### config.mk
export PLATFORM = sky130hd
export DESIGN_NAME = key_scheduler_flat
export DESIGN_NICKNAME = d
export VERILOG_FILES = /design/src/rtl/key_scheduler_if.sv /design/src/rtl/key_scheduler.sv /design/src/flat_wrapper.sv
export SDC_FILE = /design/constraint.sdc
export NUM_CORES = 1
export LEC_CHECK = 0
export CAP_MARGIN = 5
export CORE_ASPECT_RATIO = 0.7
export CORE_MARGIN = 5
export CORE_UTILIZATION = 49
export DETAILED_ROUTE_END_ITERATION = 6
export PLACE_DENSITY_LB_ADDON = 0.12
export SYNTH_ARGS = -nofsm -noshare
export SYNTH_HDL_FRONTEND = slang
export SYNTH_SLANG_ARGS = --single-unit
### constraint.sdc
create_clock -name clk -period 7.8 [get_ports clk]
set_clock_uncertainty 0.2 [all_clocks]
set_input_delay 1.56 -clock clk [delete_from_list [all_inputs] [get_ports clk]]
set_output_delay 1.56 -clock clk [all_outputs]
set_load 0.05 [all_outputs]
### src/rtl/key_scheduler_if.sv
// Key-write handshake bundle for key_scheduler.
// Master issues slot writes; slave accepts them with cfg_ready.
interface key_scheduler_if #(
  parameter int KEY_W = 16
);
  logic             cfg_valid;
  logic             cfg_ready;
  logic [2:0]       cfg_idx;
  logic [KEY_W-1:0] cfg_key;

  modport master (
    output cfg_valid,
    output cfg_idx,
    output cfg_key,
    input  cfg_ready
  );

  modport slave (
    input  cfg_valid,
    input  cfg_idx,
    input  cfg_key,
    output cfg_ready
  );
endinterface

### src/rtl/key_scheduler.sv
// Key slot store and windowed key sequencer
// feeding the key bus of a locked FSM.
module key_scheduler #(
  parameter int KEY_W    = 16,
  parameter int NUM_KEYS = 5,
  parameter int WIN_LEN  = 10
) (
  input  logic             clk,
  input  logic             rst,
  key_scheduler_if.slave   cfg,
  input  logic             arm,
  input  logic             stop,
  output logic [KEY_W-1:0] key_out,
  output logic [2:0]       win_idx,
  output logic [6:0]       cnt,
  output logic             running,
  output logic             all_loaded,
  output logic             err
);

  localparam logic [6:0] LAST_CNT = 7'(NUM_KEYS * WIN_LEN - 1);
  localparam logic [6:0] LAST_SUB = 7'(WIN_LEN - 1);
  localparam logic [3:0] NK       = 4'(NUM_KEYS);

  typedef enum logic [1:0] {
    IDLE = 2'd0,
    RUN  = 2'd1,
    HOLD = 2'd2
  } state_t;

  state_t r_state;
  state_t w_next;

  logic [KEY_W-1:0]    r_slot [NUM_KEYS];
  logic [NUM_KEYS-1:0] r_loaded;
  logic [KEY_W-1:0]    r_key;
  logic [6:0]          r_cnt;
  logic [6:0]          r_sub;
  logic [2:0]          r_win;
  logic                r_err;

  logic                w_idle;
  logic                w_wr;
  logic                w_idx_ok;
  logic                w_all;
  logic                w_go;
  logic                w_arm_err;
  logic [6:0]          w_cnt_n;
  logic [6:0]          w_sub_n;
  logic [2:0]          w_win_n;
  logic [KEY_W-1:0]    w_slot0;

  assign w_idle    = (r_state == IDLE);
  assign w_wr      = w_idle && cfg.cfg_valid;
  assign w_idx_ok  = ({1'b0, cfg.cfg_idx} < NK);
  assign w_all     = &r_loaded;
  // arm is judged on the mask from before any same-cycle write
  assign w_go      = w_idle && arm && !stop && w_all;
  assign w_arm_err = w_idle && arm && !stop && !w_all;
  assign w_slot0   = (w_wr && cfg.cfg_idx == 3'd0)
                   ? cfg.cfg_key : r_slot[0];

  // sub-window counter keeps win_idx free of a divider
  always_comb begin
    w_cnt_n = r_cnt + 7'd1;
    w_sub_n = r_sub + 7'd1;
    w_win_n = r_win;
    if (r_cnt == LAST_CNT) begin
      w_cnt_n = '0;
      w_sub_n = '0;
      w_win_n = '0;
    end else if (r_sub == LAST_SUB) begin
      w_sub_n = '0;
      w_win_n = r_win + 3'd1;
    end
  end

  always_ff @(posedge clk) begin
    if (rst) r_state <= IDLE;
    else     r_state <= w_next;
  end

  always_comb begin
    w_next = r_state;
    unique case (1'b1)
      (r_state == IDLE): if (w_go) w_next = RUN;
      (r_state == RUN):  if (stop) w_next = HOLD;
      (r_state == HOLD): begin
        if (stop)     w_next = IDLE;
        else if (arm) w_next = RUN;
      end
      default: w_next = IDLE;
    endcase
  end

  always_ff @(posedge clk) begin
    if (rst) begin
      for (int i = 0; i < NUM_KEYS; i++) r_slot[i] <= '0;
      r_loaded <= '0;
      r_err    <= 1'b0;
      r_key    <= '0;
      r_cnt    <= '0;
      r_sub    <= '0;
      r_win    <= '0;
    end else begin
      if (w_wr) begin
        if (w_idx_ok) begin
          r_slot[cfg.cfg_idx]   <= cfg.cfg_key;
          r_loaded[cfg.cfg_idx] <= 1'b1;
        end else begin
          r_err <= 1'b1;
        end
      end
      if (w_arm_err) r_err <= 1'b1;
      if (w_go) begin
        r_cnt <= '0;
        r_sub <= '0;
        r_win <= '0;
        r_key <= w_slot0;
      end else if (r_state == RUN) begin
        r_cnt <= w_cnt_n;
        r_sub <= w_sub_n;
        r_win <= w_win_n;
        r_key <= r_slot[w_win_n];
      end else if (r_state == HOLD && stop) begin
        r_cnt <= '0;
        r_sub <= '0;
        r_win <= '0;
        r_key <= '0;
      end
    end
  end

  assign cfg.cfg_ready = w_idle;
  assign key_out       = r_key;
  assign cnt           = r_cnt;
  assign win_idx       = r_win;
  assign running       = (r_state == RUN);
  assign all_loaded    = w_all;
  assign err           = r_err;

endmodule

### src/flat_wrapper.sv
// flat-port wrapper written by rule: the top's interface ports become plain ports
module key_scheduler_flat 
#(
  parameter int KEY_W    = 16,
  parameter int NUM_KEYS = 5,
  parameter int WIN_LEN  = 10
)
  (clk, rst, arm, stop, key_out, win_idx, cnt, running, all_loaded, err, cfg_cfg_valid, cfg_cfg_idx, cfg_cfg_key, cfg_cfg_ready);
  key_scheduler_if #(.KEY_W(KEY_W)) cfg_i ();
  input  logic clk;
  input  logic rst;
  input  logic arm;
  input  logic stop;
  output logic [KEY_W-1:0] key_out;
  output logic [2:0] win_idx;
  output logic [6:0] cnt;
  output logic running;
  output logic all_loaded;
  output logic err;
  input wire logic [$bits(cfg_i.cfg_valid)-1:0] cfg_cfg_valid;
  input wire logic [$bits(cfg_i.cfg_idx)-1:0] cfg_cfg_idx;
  input wire logic [$bits(cfg_i.cfg_key)-1:0] cfg_cfg_key;
  output wire logic [$bits(cfg_i.cfg_ready)-1:0] cfg_cfg_ready;
  assign cfg_i.cfg_valid = cfg_cfg_valid;
  assign cfg_i.cfg_idx = cfg_cfg_idx;
  assign cfg_i.cfg_key = cfg_cfg_key;
  assign cfg_cfg_ready = cfg_i.cfg_ready;
  key_scheduler #(.KEY_W(KEY_W), .NUM_KEYS(NUM_KEYS), .WIN_LEN(WIN_LEN)) u_core (.clk(clk), .rst(rst), .cfg(cfg_i), .arm(arm), .stop(stop), .key_out(key_out), .win_idx(win_idx), .cnt(cnt), .running(running), .all_loaded(all_loaded), .err(err));
endmodule
==> flow_metrics.env <==
export IMPL_grt_total_usage_pct=19.72
export IMPL_timing_reg2reg_setup_slack_ps=4190
export IMPL_std_cell_rows=38
export IMPL_max_cap_violation_count=0
export IMPL_syn_inst=602
export IMPL_cts_hold_buffers_added=0
export IMPL_rsz0062_at_grt="false"
export IMPL_most_common_cell_in_the_netlist="sky130_fd_sc_hd__edfxtp_1"
export IMPL_xor_and_xnor_area_share_after_synthesis_pct=0.1147
export IMPL_worstSetupEndpoint="u_core.r_slot[4][13]"
export IMPL_synth_compound_gate_area_share_pct=9.408
export IMPL_tritoncts_clock_tree="built"
export IMPL_post_cts_setup_buffer_count=0
export IMPL_placement_cell_area_mm2=0.008541
export IMPL_worstSetupPathType="in2reg"
export IMPL_drt_pass1_iterations=5
export IMPL_synth_seq_area_share_pct=61.10
export IMPL_synth_seq_cells=169
export IMPL_synth_top_cell_area_share_pct=50.35
export IMPL_cp_required_ps=7730
export IMPL_startpoint_type_of_the_worst_setup_path="input port"
export IMPL_placed_cells_incl_taps=881
export IMPL_grt_pass1_wl_mm=27.68
export IMPL_layout_filler_cells=1275
export IMPL_num_vias=5083
export IMPL_post_synthesis_adder_cell_area_fraction_pct=0.8195
export IMPL_critPathMaxFanout=19
export IMPL_die_width_um=159.2
export IMPL_whs_ps=256.6
export IMPL_grt_start_max_net_pins=38
export IMPL_cp_slowest_cell="sky130_fd_sc_hd__nor2_1"
export IMPL_io_buffer_count=53
export IMPL_hold_viol_final=0
export IMPL_post_synth_instance_area_mm2=0.007634
export IMPL_final_setup_violations=0
export IMPL_post_synth_edffs=128
export IMPL_finalWirelength_mm=17.54
export IMPL_final_period_utilization_pct=52.92
export IMPL_clk_pin_slew_ps=70
export IMPL_synth_main_ff_cell="sky130_fd_sc_hd__edfxtp_1"
export IMPL_multi_input_comb_area_mm2=0.002968
export IMPL_die_h_um=114.4
export IMPL_top_post_synthesis_cells_by_count="sky130_fd_sc_hd__edfxtp_1 (128), sky130_fd_sc_hd__mux2i_1 (94), sky130_fd_sc_hd__and2_1 (65), sky130_fd_sc_hd__dfxtp_1 (41), sky130_fd_sc_hd__a21oi_1 (35)"
export IMPL_leakagePower_nw=3.715
export IMPL_worst_r2r_startpoint="u_core.cnt[0]"
export IMPL_worst_slew_pin_transition_ps=1080
export IMPL_hpwlAfterDp_mm=11.12
export IMPL_finish_instance_area_mm2=0.009099
export IMPL_ctsRootBufferMaster="sky130_fd_sc_hd__clkbuf_16"
export IMPL_fin_total_pwr_mw=1.875
export IMPL_fin_nets=730
export IMPL_fraction_of_synthesized_area_in_multiplexers_pct=12.77
export IMPL_residual_antenna_violating_net_count_after_detailed_routing=0
export IMPL_cts_buffers=17
export IMPL_drt_vias_per_instance=5.561
export IMPL_initialDrtViolationCount=377
export IMPL_htree_num_levels=4
export IMPL_remaining_max_slew_budget_at_the_tightest_pin_pct=28.03
export IMPL_synth_top_family_by_area="simple AND/OR/NAND/NOR gates"
export IMPL_flow_area_growth_from_synthesis_pct=19.19
export IMPL_setup_worst_path_end_class="register"
export IMPL_synthesis_yosys_warnings=0
export IMPL_clock_sink_count=169
export IMPL_crit_path_max_incr_delay_ps=840
export IMPL_dieArea_mm2=0.01821
export IMPL_ys_types=45
export IMPL_irDropWorstVdd_mv=0.1202
export IMPL_critical_path_cell_chain="clkdlybuf4s50_1 > nor2_1 > nand2_1 > o21ai_1 > buf_4"
export IMPL_gp_congestion=0.8374
export IMPL_post_synth_top_area_cell="sky130_fd_sc_hd__edfxtp_1"
export IMPL_fmax_ghz=0.2423
export IMPL_core_area_mm2=0.01540
export IMPL_synthTopCellsByArea="sky130_fd_sc_hd__edfxtp_1 (50%), sky130_fd_sc_hd__mux2i_1 (12%), sky130_fd_sc_hd__dfxtp_1 (11%)"
export IMPL_diodes=0
export IMPL_critical_path_startpoint="cfg_cfg_idx[1]"
export IMPL_setup_tns_final_ps=0
export IMPL_layout_cells_sized_above_1_pct=7.703
export IMPL_simple_gate_share_of_the_synthesized_area_pct=13.21
export IMPL_antenna_violations_before_repair=0
export IMPL_worst_ep_arrival_time_ps=4050
export IMPL_min_period_ps=4128
export IMPL_avgRoutedWirePerCell_um=19.19
export IMPL_clock_insertion_delay_worst_skew_ps=440
export IMPL_timing_rr_end="u_core.key_out[2]"
export IMPL_timing_reg2reg_worst_path_depth=8
export IMPL_first_global_vias=4992
export IMPL_kind_of_path_behind_the_tightest_hold_check="reg2reg"
export IMPL_postSynthAreaPerCell_um2=12.68
export IMPL_number_of_buffers_on_the_longest_clock_path=2
export IMPL_global_route_overflow_total=0
export IMPL_final_seq_area_mm2=0.004664
export IMPL_power_per_cell_area_mw_per_mm2=206.1
export IMPL_finalNonFillerCells=914
export IMPL_synth_async_reset_ratio_pct=0
export IMPL_drt_drc_violations_left=0
export IMPL_outcome="finished clean"
export IMPL_floorplan_initialDensity_pct=49.55
export IMPL_io_pins=54
export IMPL_postCtsResizedCells=0
export IMPL_slew_violations=0
==> metrics by stage <==
step / worst slack, ps / util, %
global route: 3505 / 59.06
global placement: 3353 / 55.44
detailed placement: 3260 / 55.44
floorplan: 3770 / -
finish: 3672 / 59.06
CTS: 3717 / 58.99
==> worst max-delay path: cells and delay by family <==
family	cells	cell delay, ps
AND/OR/NAND/NOR	2	1020
buffers and inverters	2	810
AO/OA/AOI/OAI	1	660
==> where the power goes <==
| part | total, mW | switching [mW] | internal, mW |
|---|---|---|---|
| logic | 0.0782 | 0.0505 | 0.0277 |
| clock network | 0.780 | 0.346 | 0.434 |
| registers | 1.02 | 0.0108 | 1.01 |
| total | 1.87 | 0.408 | 1.47 |
==> sequential cells by signal (all words and copies together), names as in the netlist <==
register,flops
u_core.r_state,2
u_core.r_sub,7
u_core.r_loaded,5
u_core.r_slot,128
u_core.cnt,7
u_core.win_idx,3
u_core.key_out,16
u_core.err,1
==> metal layers <==
metal / track usage (%) / share of wire, %
met1: 27.89 / 48
met2: 29.63 / 44
met3: 5.146 / 6.2
met4: 7.159 / 1.3
met5: 0 / 0
==> area by class of cell <==
| cell class | instances | area share (%) |
|---|---|---|
| Sequential cell | 169 | 51.27 |
| Multi-Input combinational cell | 439 | 32.62 |
| Timing Repair Buffer | 68 | 7.109 |
| Clock buffer | 22 | 5.226 |
| Tap cell | 200 | 2.750 |
| Clock inverter | 10 | 0.7838 |
| Inverter | 6 | 0.2475 |
==> placed cells by master, fill, tap and decap left out, types with 3 or more instances in the layout <==
master,instances
sky130_fd_sc_hd__edfxtp_1,128
sky130_fd_sc_hd__mux2i_1,94
sky130_fd_sc_hd__and2_1,65
sky130_fd_sc_hd__clkdlybuf4s50_1,53
sky130_fd_sc_hd__conb_1,48
sky130_fd_sc_hd__dfxtp_1,41
sky130_fd_sc_hd__a21oi_1,34
sky130_fd_sc_hd__nor2_1,29
sky130_fd_sc_hd__and3_1,23
sky130_fd_sc_hd__nand2_1,22
sky130_fd_sc_hd__clkbuf_16,18
sky130_fd_sc_hd__a211oi_1,17
sky130_fd_sc_hd__o22ai_1,14
sky130_fd_sc_hd__a211o_1,14
sky130_fd_sc_hd__buf_4,14
sky130_fd_sc_hd__o21ai_0,10
sky130_fd_sc_hd__nor3_1,6
sky130_fd_sc_hd__inv_1,5
sky130_fd_sc_hd__nand3_1,5
sky130_fd_sc_hd__ha_1,5
sky130_fd_sc_hd__nor2b_1,4
sky130_fd_sc_hd__a21o_1,4
sky130_fd_sc_hd__nor3b_1,4
sky130_fd_sc_hd__clkinvlp_4,4
sky130_fd_sc_hd__o21ai_1,3
sky130_fd_sc_hd__a22oi_1,3
sky130_fd_sc_hd__nand3b_1,3
sky130_fd_sc_hd__mux2_2,3
sky130_fd_sc_hd__or3_1,3
sky130_fd_sc_hd__clkbuf_1,3
sky130_fd_sc_hd__clkinv_2,3
sky130_fd_sc_hd__clkinv_4,3
==> cell families (layout without fill, tap and decap cells) <==
family | count (synthesis) | in the layout
AO/OA/AOI/OAI | 110 | 110
multiplexers | 97 | 97
adder cells (fa/ha/maj) | 5 | 5
XOR/XNOR | 1 | 1
buffers and inverters | 41 | 106
AND/OR/NAND/NOR | 178 | 178
flip-flops | 169 | 169
other | 1 | 48
==> worst min path at each step <==
stage                            start                 end  cells past startpoint
floorplan           u_core.r_loaded[4]  u_core.r_loaded[4]                      1
global placement    u_core.r_loaded[4]  u_core.r_loaded[4]                      1
detailed placement  u_core.r_loaded[3]  u_core.r_loaded[3]                      1
CTS                 u_core.r_loaded[3]  u_core.r_loaded[3]                      1
global route        u_core.r_loaded[3]  u_core.r_loaded[3]                      1
finish              u_core.r_loaded[3]  u_core.r_loaded[3]                      1
No activity file was read; power rests on OpenSTA's default activity.
